==> src/rtl/vga_timing_pkg.sv <==
// vga_timing_pkg: default 640x480@60 Hz raster timing and coordinate width.
package vga_timing_pkg;

    localparam int COORD_W   = 10;
    localparam int COORD_MAX = 1 << COORD_W;

    localparam int DEF_H_VISIBLE = 640;
    localparam int DEF_H_FRONT   = 16;
    localparam int DEF_H_SYNC    = 96;
    localparam int DEF_H_BACK    = 48;
    localparam int DEF_H_TOTAL   = DEF_H_VISIBLE + DEF_H_FRONT + DEF_H_SYNC + DEF_H_BACK;

    localparam int DEF_V_VISIBLE = 480;
    localparam int DEF_V_FRONT   = 10;
    localparam int DEF_V_SYNC    = 2;
    localparam int DEF_V_BACK    = 33;
    localparam int DEF_V_TOTAL   = DEF_V_VISIBLE + DEF_V_FRONT + DEF_V_SYNC + DEF_V_BACK;

endpackage

==> src/rtl/vga_axis_counter.sv <==
// vga_axis_counter: one raster axis; wrapping counter with visible/sync decode of its next value.
module vga_axis_counter
    import vga_timing_pkg::*;
#(
    parameter int TOTAL      = DEF_H_TOTAL,
    parameter int VISIBLE    = DEF_H_VISIBLE,
    parameter int SYNC_START = DEF_H_VISIBLE + DEF_H_FRONT,
    parameter int SYNC_END   = DEF_H_VISIBLE + DEF_H_FRONT + DEF_H_SYNC - 1
) (
    input  logic               clk,
    input  logic               rst_n,
    input  logic               step,
    output logic [COORD_W-1:0] count,
    output logic               wrap,
    output logic               visible,
    output logic               sync
);

    logic [COORD_W-1:0] count_q, count_d;

    // visible/sync decode the upcoming count so the top can register them alongside it
    always_comb begin
        wrap    = step && (count_q == COORD_W'(TOTAL - 1));
        count_d = !step ? count_q : wrap ? '0 : count_q + COORD_W'(1);
        visible = count_d < COORD_W'(VISIBLE);
        sync    = (count_d >= COORD_W'(SYNC_START)) && (count_d <= COORD_W'(SYNC_END));
    end

    always_ff @(posedge clk or negedge rst_n) begin
        if (!rst_n) count_q <= COORD_W'(TOTAL - 1);
        else        count_q <= count_d;
    end

    assign count = count_q;

endmodule

==> src/rtl/vga_sync_gen.sv <==
// vga_sync_gen: raster timing generator; pixel divider, h/v counters, syncs and pixel/line/frame strobes.
module vga_sync_gen
    import vga_timing_pkg::*;
#(
    parameter int   CLK_DIV   = 2,
    parameter int   H_VISIBLE = DEF_H_VISIBLE,
    parameter int   H_FRONT   = DEF_H_FRONT,
    parameter int   H_SYNC    = DEF_H_SYNC,
    parameter int   H_BACK    = DEF_H_BACK,
    parameter int   V_VISIBLE = DEF_V_VISIBLE,
    parameter int   V_FRONT   = DEF_V_FRONT,
    parameter int   V_SYNC    = DEF_V_SYNC,
    parameter int   V_BACK    = DEF_V_BACK,
    parameter logic SYNC_POL  = 1'b0
) (
    input  logic               clk,
    input  logic               rst_n,
    input  logic               enable,
    output logic [COORD_W-1:0] cur_x,
    output logic [COORD_W-1:0] cur_y,
    output logic               hsync,
    output logic               vsync,
    output logic               video_on,
    output logic               pix_tick,
    output logic               line_start,
    output logic               frame_start
);

    localparam int H_TOTAL = H_VISIBLE + H_FRONT + H_SYNC + H_BACK;
    localparam int V_TOTAL = V_VISIBLE + V_FRONT + V_SYNC + V_BACK;
    localparam int DIV_W   = CLK_DIV > 1 ? $clog2(CLK_DIV) : 1;

    if (H_TOTAL > COORD_MAX || V_TOTAL > COORD_MAX || CLK_DIV < 1) begin : g_bad_cfg
        $error("vga_sync_gen: unsupported timing configuration");
    end

    logic [DIV_W-1:0] div_q, div_d;
    logic             adv;
    logic             h_wrap, h_vis, h_sync;
    logic             v_wrap, v_vis, v_sync;
    logic             hsync_q, vsync_q, video_q, pix_q, line_q, frame_q;

    always_comb begin
        adv   = enable && (div_q == DIV_W'(CLK_DIV - 1));
        div_d = !enable ? div_q : adv ? '0 : div_q + DIV_W'(1);
    end

    vga_axis_counter #(
        .TOTAL      (H_TOTAL),
        .VISIBLE    (H_VISIBLE),
        .SYNC_START (H_VISIBLE + H_FRONT),
        .SYNC_END   (H_VISIBLE + H_FRONT + H_SYNC - 1)
    ) u_h (
        .clk     (clk),
        .rst_n   (rst_n),
        .step    (adv),
        .count   (cur_x),
        .wrap    (h_wrap),
        .visible (h_vis),
        .sync    (h_sync)
    );

    vga_axis_counter #(
        .TOTAL      (V_TOTAL),
        .VISIBLE    (V_VISIBLE),
        .SYNC_START (V_VISIBLE + V_FRONT),
        .SYNC_END   (V_VISIBLE + V_FRONT + V_SYNC - 1)
    ) u_v (
        .clk     (clk),
        .rst_n   (rst_n),
        .step    (h_wrap),
        .count   (cur_y),
        .wrap    (v_wrap),
        .visible (v_vis),
        .sync    (v_sync)
    );

    // h_wrap/v_wrap already include the advance qualifier
    always_ff @(posedge clk or negedge rst_n) begin
        if (!rst_n) begin
            div_q   <= '0;
            hsync_q <= ~SYNC_POL;
            vsync_q <= ~SYNC_POL;
            video_q <= 1'b0;
            pix_q   <= 1'b0;
            line_q  <= 1'b0;
            frame_q <= 1'b0;
        end else begin
            div_q   <= div_d;
            pix_q   <= adv;
            line_q  <= h_wrap;
            frame_q <= v_wrap;
            if (adv) begin
                hsync_q <= h_sync ? SYNC_POL : ~SYNC_POL;
                vsync_q <= v_sync ? SYNC_POL : ~SYNC_POL;
                video_q <= h_vis && v_vis;
            end
        end
    end

    assign hsync       = hsync_q;
    assign vsync       = vsync_q;
    assign video_on    = video_q;
    assign pix_tick    = pix_q;
    assign line_start  = line_q;
    assign frame_start = frame_q;

endmodule

==> config.mk <==
export PLATFORM = sky130hd
export DESIGN_NAME = vga_sync_gen
export DESIGN_NICKNAME = d
export VERILOG_FILES = /design/src/rtl/vga_timing_pkg.sv /design/src/rtl/vga_axis_counter.sv /design/src/rtl/vga_sync_gen.sv
export SDC_FILE = /design/constraint.sdc
export NUM_CORES = 1
export LEC_CHECK = 0
export CORE_MARGIN = 1
export CORE_UTILIZATION = 35
export CTS_CLUSTER_SIZE = 30
export DETAILED_ROUTE_END_ITERATION = 6
export PLACE_DENSITY = 0.58
export SETUP_SLACK_MARGIN = 0.5
export SYNTH_ARGS = -nofsm -noshare
export SYNTH_HDL_FRONTEND = slang
export SYNTH_SLANG_ARGS = --single-unit
==> constraint.sdc <==
create_clock -name clk -period 2 [get_ports clk]
set_input_delay 0.2 -clock clk [delete_from_list [all_inputs] [get_ports clk]]
set_output_delay 0.2 -clock clk [all_outputs]
set_load 0.02 [all_outputs]
==> impl_metrics.ini <==
[clocking]
hold_buffers = 0
root_buffer = clkbuf_8
clkSinkCount = 27
cts_tree = done
clockBufferDepth = 2
clk_pin_slew_worst_paths_ns = 0.09
cts_buffers = 3
clk_latency_ns = 0.27
htree_levels = 1

[power]
p_total_uw = 1660
p_per_area_nw_per_um2 = 679
power.leakage_uw = 0.00106
max-vdd-ir-drop_uv = 298

[placed_design]
dp_hpwl_um = 2920
dpl_worst_slack_ns = -0.0694
io_buffers = 28
place_inst = 258
place_area_um2 = 2090
gp_congestion = 0.890

[setup_path]
crit_buf_inv = 1
crit_path_end_kind = flip-flop
crit_arrival_ns = 2.21
crit_cells = 8
worstSetupPathType = reg2reg
crit_path_top_delay_cell = or4_4
r2r-start = u_v.count[0]
cpPeakStageDelay_ns = 0.43
critical_path.startpoint = u_v.count[0]
reg2reg_depth = 8
critical_path_required_ns = 2.19
worstPathCellList = inv_2 -> ha_4 -> and4bb_1 -> nand3_2 -> or4_4 -> a21o_1 -> a22o_1 -> o31ai_2
cpLargestDelayFamily = simple AND/OR/NAND/NOR gates
crit_path_max_fanout = 2
cp-start-kind = flip-flop

[finish]
syn_to_final_growth_pct = 60.8
nets = 235
final_cells = 278
final.fill_count = 354
multi_input_area_um2 = 977
ff_latch_area_um2 = 693
antenna_cells = 0
drive_above_1_share_pct = 48.7
fin_area_um2 = 2440

[timing]
hold_viol_final = 0
setup_ws_ns = -0.0245
skew_ns = 0.00142
rsz0062_at_grt = true
tightest_slew_ns = 0.371
maxSlewViolCount = 0
finalSetupViolations = 1
post-route-min-period_ns = 2.02
relSlewSlack_pct = 75.0
max_freq_mhz = 494
post-route-period-util_pct = 101

[die]
die_y_um = 67.9
die_w_um = 67.9
top_level_ports = 29
dieArea_um2 = 4600
core_um2 = 4090
start_util_pct = 37.1
row_count = 23

[yosys]
synth.most_common_cell = nand2_1
synthArstFlopShare_pct = 100
synth_fp_nets = 165
synth_top_area_share_pct = 24.7
syn_area_um2 = 1520
avgSynthCellArea_um2 = 9.55
ys_ff_latch = 27
synth_edf_count = 0
ys_types = 43
synth_warnings = 0
yosys.area.top_type = dfrtp_1
synth.top_cells.by_count = nand2_1, dfrtp_1, nor2_1, dfstp_2, nand3_1
ys.flop_type = dfrtp_1
seq_area_frac_synth_pct = 45.5
synth_area_leaders = dfrtp_1, dfstp_2, xnor2_1
syn_inst = 159

[outcome]
violations = setup timing
outcome = finished, violations left

[global_routing]
grtUsageTotal_pct = 20.7
grt_pass1_vias = 1569
overflow = 0
grt_pass1_wl_um = 7200
antenna_found_initial = 0
grt_start_max_net_pins = 28

[drt]
wl_per_cell_um = 15.7
drtIter0Drc = 88
detail-route-antenna-nets = 0
via_count = 1483
totalWireLength_um = 4380
drc = 0
viasPerCell = 5.33
first_pass_iters = 4

[flow_run]
drv_cap = 0

[hold_path]
hp-class = in2async
-- layout by cell type (no fill, tap or decap), types with 4 or more instances in the layout --
cell	netlist	routed
dlygate4sd2_1	0	14
nand3_2	1	4
dfrtp_1	15	13
a21oi_1	5	4
nor2_4	0	5
nand4_1	7	7
dfstp_2	12	12
clkdlybuf4s50_1	0	6
nand3_1	9	4
buf_6	0	13
nand2_1	18	15
nor2_1	14	9
xor2_1	7	4
buf_4	1	32
xnor2_1	8	6
-- logic make-up (layout without fill, tap and decap cells) --
group	Yosys count	count (layout)	synth area share (%)
simple gates	71	71	26.1
fa+ha+maj	3	3	2.47
flops	27	27	45.5
buf+inv	16	85	4.78
mux	1	1	0.660
xor+xnor	15	15	8.66
compound gates	26	26	11.9
-- worst paths after layout --
kind,endpoint,slack [ns]
setup / recovery,video_on,-0.02
hold / removal,pix_tick,0.29
setup reg to reg,video_on,-0.02
hold reg to reg,div_q,0.49
max in group asynchronous,u_h.count[9],1.40
min in group clk,div_q,0.49
-- flip-flops by register name, indices dropped and copies added, names as in the netlist --
name	flops
line_start	1
u_v.count	10
pix_tick	1
hsync	1
vsync	1
div_q	1
frame_start	1
video_on	1
u_h.count	10
-- metal layers --
metal	vias to the layer above	global-route usage (%)	share of wire [%]
li1	693	-	-
met1	749	25.0	41
met2	37	37.1	54
met3	4	2.17	4.3
met4	0	8.59	0.91
met5	-	0	0
-- metrics by stage --
| step | hold slack (ns) | util, % | setup TNS (ns) |
|---|---|---|---|
| 2_1_floorplan | -0.0956 | - | -0.0320 |
| 3_3_place_gp | 0.462 | 51.3 | -0.0523 |
| 3_5_place_dp | 0.467 | 51.3 | -0.0694 |
| 4_1_cts | 0.301 | 56.1 | -0.0178 |
| 5_1_grt | 0.342 | 59.7 | -0.0865 |
| 6_report | 0.291 | 59.7 | -0.0245 |
-- repair_timing --
action,CTS,global route
buffers inserted,9,7
setup endpoints to repair,41,27
resized for setup,55,35
pin swaps,18,15
-- report_power, final --
part	total (uW)	internal, uW	switching, uW
registers	737	653	84.4
clock network	316	143	173
logic	605	293	312
-- layout make-up --
type | instances | share of cell area [%]
inverters | 8 | 1.49
repair buffers | 73 | 25.7
clock buffers | 4 | 1.85
well taps | 50 | 2.56
flip-flops and latches | 27 | 28.4
multi-input cells | 116 | 40.0
(Power assumes the default switching activity.)
